## src/rtl/ae18_stack_pkg.sv

```systemverilog
// ============================================================================
// Module : ae18_stack_pkg
// Brief  : Shared AE18 constants: stack and RAM geometry, stack command codes.
// Rev    : 1.0  initial release
// ============================================================================
`default_nettype none

package ae18_stack_pkg;

  localparam int ISIZ_DEF   = 24;
  localparam int SSIZ_DEF   = 5;

  // The hardware stack RAM is exactly one return address wide and one sp deep.
  localparam int RAM_AW_DEF = SSIZ_DEF;
  localparam int RAM_DW_DEF = ISIZ_DEF;

  function automatic int stack_max(input int ssiz);
    return (1 << ssiz) - 1;
  endfunction

  localparam int MAX_DEF = stack_max(SSIZ_DEF);

  typedef enum logic [2:0] {
    CMD_NONE = 3'd0,
    CMD_SPLD = 3'd1,
    CMD_PUSH = 3'd2,
    CMD_REPL = 3'd3,
    CMD_POP  = 3'd4,
    CMD_TOSW = 3'd5
  } cmd_e;

endpackage

`default_nettype wire

```

## src/rtl/ae18_stack.sv

```systemverilog
// ============================================================================
// Module : ae18_stack
// Brief  : AE18 return-address stack controller driving an external sync RAM.
// Rev    : 1.0  initial release
// ============================================================================
`default_nettype none

module ae18_stack
  import ae18_stack_pkg::*;
#(
  parameter int ISIZ = ISIZ_DEF,
  parameter int SSIZ = SSIZ_DEF
) (
  input  logic            clk,
  input  logic            rst,
  input  logic            push,
  input  logic            pop,
  input  logic [ISIZ-1:0] pdat,
  input  logic            tos_we,
  input  logic            sp_we,
  input  logic [SSIZ-1:0] sp_wdat,
  input  logic            flg_clr,
  input  logic            stvren,
  output logic [ISIZ-1:0] tos,
  output logic [SSIZ-1:0] sp,
  output logic            ful,
  output logic            unf,
  output logic            srst,
  output logic            ram_we,
  output logic [SSIZ-1:0] ram_wadr,
  output logic [ISIZ-1:0] ram_wdat,
  output logic [SSIZ-1:0] ram_radr,
  input  logic [ISIZ-1:0] ram_rdat
);

  localparam logic [SSIZ-1:0] MAX = SSIZ'(stack_max(SSIZ));

  logic [SSIZ-1:0] sp_q, sp_d;
  logic            ful_q, ful_d;
  logic            unf_q, unf_d;
  logic            srst_q, srst_d;

  cmd_e            cmd;
  logic            sp_zero, sp_max;
  logic            we, ovf, udf;
  logic [SSIZ-1:0] wadr;

  assign sp_zero = (sp_q == '0);
  assign sp_max  = (sp_q == MAX);

  // Push+pop on an empty stack has nothing to replace, so it degrades to a push.
  always_comb begin
    cmd = CMD_NONE;
    if (sp_we)                        cmd = CMD_SPLD;
    else if (push && (!pop || sp_zero)) cmd = CMD_PUSH;
    else if (push)                    cmd = CMD_REPL;
    else if (pop)                     cmd = CMD_POP;
    else if (tos_we && !sp_zero)      cmd = CMD_TOSW;
  end

  always_comb begin
    sp_d = sp_q;
    we   = 1'b0;
    wadr = sp_q;
    ovf  = 1'b0;
    udf  = 1'b0;
    case (cmd)
      CMD_SPLD: sp_d = sp_wdat;
      CMD_PUSH: begin
        if (sp_max) begin
          ovf = 1'b1;
        end else begin
          we   = 1'b1;
          wadr = sp_q + 1'b1;
          sp_d = sp_q + 1'b1;
        end
      end
      CMD_REPL, CMD_TOSW: we = 1'b1;
      CMD_POP: begin
        if (sp_zero) udf  = 1'b1;
        else         sp_d = sp_q - 1'b1;
      end
      default: ;
    endcase
  end

  // A fault in the same cycle as a clear wins.
  assign ful_d  = ovf | (ful_q & ~flg_clr);
  assign unf_d  = udf | (unf_q & ~flg_clr);
  assign srst_d = (ovf | udf) & stvren;

  always_ff @(posedge clk or posedge rst) begin
    if (rst) begin
      sp_q   <= '0;
      ful_q  <= 1'b0;
      unf_q  <= 1'b0;
      srst_q <= 1'b0;
    end else begin
      sp_q   <= sp_d;
      ful_q  <= ful_d;
      unf_q  <= unf_d;
      srst_q <= srst_d;
    end
  end

  // Reading at the next sp lets the synchronous RAM present the new TOS with no lag.
  assign ram_we   = we & ~rst;
  assign ram_wadr = wadr;
  assign ram_wdat = pdat;
  assign ram_radr = sp_d;

  assign tos  = sp_zero ? '0 : ram_rdat;
  assign sp   = sp_q;
  assign ful  = ful_q;
  assign unf  = unf_q;
  assign srst = srst_q;

endmodule

`default_nettype wire

```

## config.mk

```make
export PLATFORM = sky130hd
export DESIGN_NAME = ae18_stack
export DESIGN_NICKNAME = d
export VERILOG_FILES = /design/src/rtl/ae18_stack_pkg.sv /design/src/rtl/ae18_stack.sv
export SDC_FILE = /design/constraint.sdc
export NUM_CORES = 1
export LEC_CHECK = 0
export ABC_AREA = 1
export CAP_MARGIN = 20
export CORE_AREA = 2 2 46 91
export CTS_BUF_LIST = sky130_fd_sc_hd__clkbuf_4 sky130_fd_sc_hd__clkbuf_8
export CTS_CLUSTER_SIZE = 14
export DETAILED_ROUTE_END_ITERATION = 10
export DIE_AREA = 0 0 48 93
export GPL_TIMING_DRIVEN = 0
export PLACE_DENSITY = 0.94
export SLEW_MARGIN = 20
export SYNTH_ARGS = -nofsm -noshare
export SYNTH_HDL_FRONTEND = slang
export SYNTH_SLANG_ARGS = --single-unit
```

## constraint.sdc

```tcl
create_clock -name clk -period 5.12 [get_ports clk]
set_clock_uncertainty 0.2 [all_clocks]
set_input_delay 1.536 -clock clk [delete_from_list [all_inputs] [get_ports clk]]
set_output_delay 1.536 -clock clk [all_outputs]
set_load 0.005 [all_outputs]
```

==> results.yml, run 1 <==
run_status:
  run_status: "completed"
global_route:
  grt_usage_pct: 16.2
  grt_max_degree: 11
  grt_pass1_wl_um: 5530
  antenna_found_initial: 0
  grt_pass1_vias: 1378
  grt-ovfl-total: 0
critical_path:
  cp_cell_sequence: "clkdlybuf4s50_1, inv_1, nand3_1, o21ai_1, nand2_2, nand2_4, nor2_2, nor2_1, nand3_1, clkdlybuf4s50_1"
  rrSetupSlack_ns: 3.14
  crit_family: "buffers and inverters"
  reg2reg_depth: 8
  path_max_fanout: 5
  regToRegStartpoint: "sp[0]"
  endpoint_kind: "output port"
  worst_r2r_endpoint: "sp[4]"
  worstSetupPathType: "input pin to output port"
  critPathArrivalTime_ns: 3.30
  worst-path-buf-inv: 3
  required_ns: 3.38
  startpoint_type: "input pin"
  max_stage_delay_ns: 0.51
  slowest_stage: "clkdlybuf4s50_1"
logic_synthesis:
  synth_cells: 172
  avgSynthCellArea_um2: 6.61
  syn_nets: 235
  ys_ff_latch: 8
  syn_area_um2: 1140
  ys_seq_area_share_pct: 17.6
  synth.distinct_cells: 29
  ys_warn_count: 0
floorplan:
  die_x_um: 48
  core-area_um2: 3800
  die_area_um2: 4460
  io_pins: 128
  die_h_um: 93
  start_util_pct: 29.9
  rows: 32
min_path:
  min_to: "unf"
  min_path_type: "register to register"
  holdPathStages: 2
  hold_start: "unf"
cts:
  clock-root-buffer: "clkbuf_8"
  cts.sinks: 8
  htree_levels: 1
  clk_path_buf_depth: 2
  cts_setup_buffers: 0
  cts_tree: "yes"
  tritoncts.num_buffers: 3
  clk_latency_ns: 0.22
  hold_buffers: 0
  path_clk_slew_ns: 0.04
route:
  vias_per_cell: 4.38
  via_count: 1441
  drtAntennaViolNets: 0
  routedWlPerCell_um: 11.4
  drcViolationCount: 0
  finalWirelength_um: 3770
  drtIter0Drc: 51
  drt_pass1_iterations: 4
placed_design:
  numPortBuffers: 102
  postPlaceCellArea_um2: 2220
  dpl.hpwl_um: 3180
  gp_congestion: 0.933
  dp_worst_setup_slack_ns: -0.0168
timing:
  timing.hold.ws_ns: 0.337
  fin_crit_ns: 5.04
  timing.final.crit_share_pct: 98.4
  fmax_ghz: 0.198
  rsz0062_at_grt: "true"
  relSlewSlack_pct: 76.8
  slew_violations: 0
  finalWorstSetupSlack_ns: 0.0801
  setup_viol: 0
  hold_viol: 0
  worst_pin_slew_ns: 0.349
cells_and_area:
  area_growth_pct: 101
  regArea_um2: 200
  layout_commonest_cell: "clkdlybuf4s50_1"
  multi_input_area_um2: 576
  final_net_count: 343
  fill_cells: 342
  num_antenna_cells: 0
  final_util_pct: 60.2
  layout_common_cells: "100 x clkdlybuf4s50_1, 43 x nand2_1, 36 x inv_1"
  drive_above_1_share_pct: 19.1
  final_area_um2: 2290
power:
  vdd_drop_max_mv: 0.201
  p_total_mw: 0.418
  powerDensity_nw_per_um2: 183
  p_leak_nw: 1.18
run:
  max-cap-violations: 0
-- final cells by class --
| type | count | share of cell area [%] |
|---|---|---|
| multi-input combinational | 98 | 25.2 |
| timing repair buffer | 102 | 44.8 |
| clock buffer | 3 | 1.80 |
| tap | 51 | 2.79 |
| buffer | 29 | 9.62 |
| sequential | 8 | 8.75 |
| inverter | 38 | 7.05 |
-- tightest hold or removal path: cells and delay by family, from the launching register on --
| kind | cells | cell delay, ns |
|---|---|---|
| AOI/OAI and AO/OA | 1 | 0.07 |
| buffers and inverters | 1 | 0.05 |
| DFF | 1 | 0.37 |
-- synthesized netlist by cell type, drive strengths merged --
library cell  instances  area share (%)
a21boi                1            0.99
a21oi                 5             2.9
a31oi                 1            0.55
buf                  29              19
bufinv                1             1.5
dfrtp                 8              18
ha                    2             2.2
inv                  37              13
nand2                46              16
nand3                10             6.4
nand4                 8             4.4
nor2                 10             5.4
nor3                  1            0.44
o211ai                1            0.66
o21ai                 5             2.9
o21bai                3             2.0
xor2                  4             3.7
-- where the power goes --
group	leakage, nW	total (mW)	internal [mW]	switching (mW)
Sequential	0.101	0.0860	0.0709	0.0151
Combinational	1.05	0.260	0.159	0.101
Clock	0.0216	0.0723	0.0507	0.0216
-- kinds of logic (layout without fill, tap and decap cells) --
logic type | after synthesis | in the layout | share of synthesized area [%]
fa+ha+maj | 2 | 2 | 2.20
flops | 8 | 8 | 17.6
buf+inv | 67 | 172 | 33.6
simple gates | 75 | 76 | 32.9
xor+xnor | 4 | 4 | 3.75
compound gates | 16 | 16 | 9.91
-- per-stage QoR --
stage          setup TNS (ns)  instances
3_5_place_dp          -0.0168        325
6_report                    0        329
2_1_floorplan               0        172
3_3_place_gp                0        325
4_1_cts                     0        329
5_1_grt              -0.00500        329
-- registers in the layout, summed over array words and instances, names as in the netlist --
register	count
unf	1
sp	5
ful	1
srst	1
-- routing by layer --
metal	routed length (um)	global-route usage [%]	up-vias	share of wire, %
met2	1990	30.8	108	53
met3	463	3.09	10	12
met1	1220	14.9	611	32
li1	-	-	712	-
met4	92	6.76	0	2.4
met5	0	0	-	0
-- worst max path at each step --
stage	start	end	slack [ns]	cells after the start
global route	pop	ram_radr[3]	-0.005	10
finish	pop	ram_radr[3]	0.08	10
CTS	push	ram_wadr[0]	0.02	7
global placement	pop	ram_wadr[0]	0.01	8
detailed placement	pop	ram_wadr[0]	-0.02	8
floorplan	sp_we	ram_radr[2]	1.10	6
-- repair_timing --
| item | 4_1_cts | 5_1_grt |
|---|---|---|
| endpoints found under the setup margin | 2 | 7 |
| gates resized for setup | 1 | 6 |
| gates cloned | 1 | 0 |
Power figures use the tool's default switching activity.
==> run 2: changes to the inputs <==
CORE_AREA = 2 2 47 93   (was 2 2 46 91)
CTS_BUF_LIST = sky130_fd_sc_hd__clkbuf_16   (was sky130_fd_sc_hd__clkbuf_4 sky130_fd_sc_hd__clkbuf_8)
DIE_AREA = 0 0 49 95   (was 0 0 48 93)
PLACE_DENSITY = 0.91   (was 0.94)
==> run 2 against run 1 <==
Worst setup slack improved by 0.015 ns; utilization decreased by 2.2 points; final area rose by 1.5%; critical path depth did not move; global-route usage up 1.2 points; flip-flop and latch count unchanged; clock power increased by 83%; highest routed layer unchanged; combinational power about the same; die area up 4.3%; critical endpoint is now ram_we; cell count up 0.30%; total power increased by 14%; largest cell class unchanged.
==> results.yml, run 2 (same netlist as run 1, synthesis figures left out) <==
global_route:
  antenna_found_initial: 0
  grt_max_degree: 11
  grt_usage_pct: 17.4
  grt_pass1_wl_um: 6420
  grt-ovfl-total: 0
  grt_pass1_vias: 1427
placed_design:
  dp_worst_setup_slack_ns: -0.0116
  postPlaceCellArea_um2: 2220
  numPortBuffers: 102
  gp_congestion: 0.820
  dpl.hpwl_um: 3310
route:
  routedWlPerCell_um: 12.0
  drcViolationCount: 0
  drt_pass1_iterations: 4
  drtAntennaViolNets: 0
  finalWirelength_um: 3950
  via_count: 1467
  drtIter0Drc: 29
  vias_per_cell: 4.45
power:
  powerDensity_nw_per_um2: 205
  vdd_drop_max_mv: 0.259
  p_leak_nw: 1.21
timing:
  slew_violations: 0
  fmax_ghz: 0.199
  relSlewSlack_pct: 77.2
  setup_viol: 0
  hold_viol: 0
  timing.final.crit_share_pct: 98.1
  finalWorstSetupSlack_ns: 0.0948
  worst_pin_slew_ns: 0.342
  timing.hold.ws_ns: 0.336
  rsz0062_at_grt: "true"
  fin_crit_ns: 5.03
critical_path:
  required_ns: 3.38
  worstSetupPathType: "input pin to output port"
  path_max_fanout: 6
  endpoint_kind: "output port"
  startpoint_type: "input pin"
  critPathArrivalTime_ns: 3.29
  reg2reg_depth: 8
  rrSetupSlack_ns: 3.14
cells_and_area:
  final_net_count: 343
  final_area_um2: 2320
  drive_above_1_share_pct: 19.4
  layout_commonest_cell: "clkdlybuf4s50_1"
  layout_common_cells: "98 x clkdlybuf4s50_1, 43 x nand2_1, 35 x inv_1"
  fill_cells: 364
  largest_reg_flops: 5
  area_growth_pct: 105
  final_util_pct: 58.0
  num_antenna_cells: 0
cts:
  clk_path_buf_depth: 2
  path_clk_slew_ns: 0.03
  clk_latency_ns: 0.23
  clock-root-buffer: "clkbuf_16"
  htree_levels: 1
  cts_setup_buffers: 0
  tritoncts.num_buffers: 3
  hold_buffers: 0
  cts_tree: "yes"
  cts.sinks: 8
floorplan:
  die_x_um: 49
  die_area_um2: 4660
  io_pins: 128
  start_util_pct: 28.4
  core-area_um2: 4010
  die_h_um: 95
  rows: 33
min_path:
  holdPathStages: 2
  min_path_type: "register to register"
run:
  max-cap-violations: 0
run_status:
  run_status: "completed"
run 2: cell count changes in the layout (fill, tap and decap cells not counted), moves of 2 or more:
cell	delta
dlymetal6s2s_1	+2
clkdlybuf4s50_1	-2
nor2_2	+2
clkbuf_16	+3
clkbuf_8	-3
nor2_4	-2
run 2: area by class of cell:
cell class | count | area [um^2] | share of cell area [%]
Timing Repair Buffer | 102 | 1030 | 44.4
Multi-Input combinational cell | 98 | 571 | 24.6
Buffer | 29 | 220 | 9.48
Sequential cell | 8 | 200 | 8.62
Inverter | 38 | 161 | 6.95
Clock buffer | 3 | 75.1 | 3.23
Tap cell | 52 | 65.1 | 2.80
run 2: per-stage QoR:
step | power [mW] | setup TNS [ns] | cells
final | 0.476 | 0 | 330
after CTS | 0.479 | 0 | 330
after detailed placement | 0.343 | -0.0218 | 326
after floorplan | 0.200 | 0 | 172
after global routing | 0.505 | -0.00217 | 330
after global placement | 0.338 | 0 | 326
run 2: where the power goes:
part / internal, mW / total, mW / switching (mW) / leakage (nW)
Sequential: 0.0709 / 0.0856 / 0.0147 / 0.101
Clock: 0.101 / 0.132 / 0.0315 / 0.0370
Combinational: 0.158 / 0.258 / 0.101 / 1.07
run 2: path summary, 6_finish.rpt:
path | from | end
worst max-delay path | push | ram_we
worst min register to register | unf | unf
min in group asynchronous | rst | sp[1]
worst max register to register | sp[0] | sp[1]
worst min-delay path | unf | unf
max in group asynchronous | rst | srst
run 2: routing by layer:
layer / routed length [um] / vias up / global-route usage [%]
met2: 1920 / 114 / 31.2
met3: 491 / 11 / 6.33
li1: - / 714 / -
met1: 1460 / 628 / 18.0
met5: 0 / - / 0
met4: 81 / 0 / 7.14
run 2: worst max-delay path, stage by stage:
cell and delay (ns):
clkdlybuf4s50_1 0.48, inv_2 0.07, nand3_1 0.08, o21ai_1 0.07, nand2_2 0.14, nand2_4 0.11, inv_6 0.10, o21ai_2 0.06
a21oi_2 0.12, clkdlybuf4s50_1 0.52
run 2: timing repair:
action	in CTS	in global routing
pin swaps	0	1
gates resized for setup	1	8
endpoints found under the hold margin	0	0
cloned	1	0
endpoints found under the setup margin	4	9
==> run 3: changes to the inputs <==
CAP_MARGIN = 10   (was 20)
CTS_CLUSTER_DIAMETER = 150   (was unset)
==> results of run 3 <==
No change in the layout: final DEF, timing and power equal those of run 2.
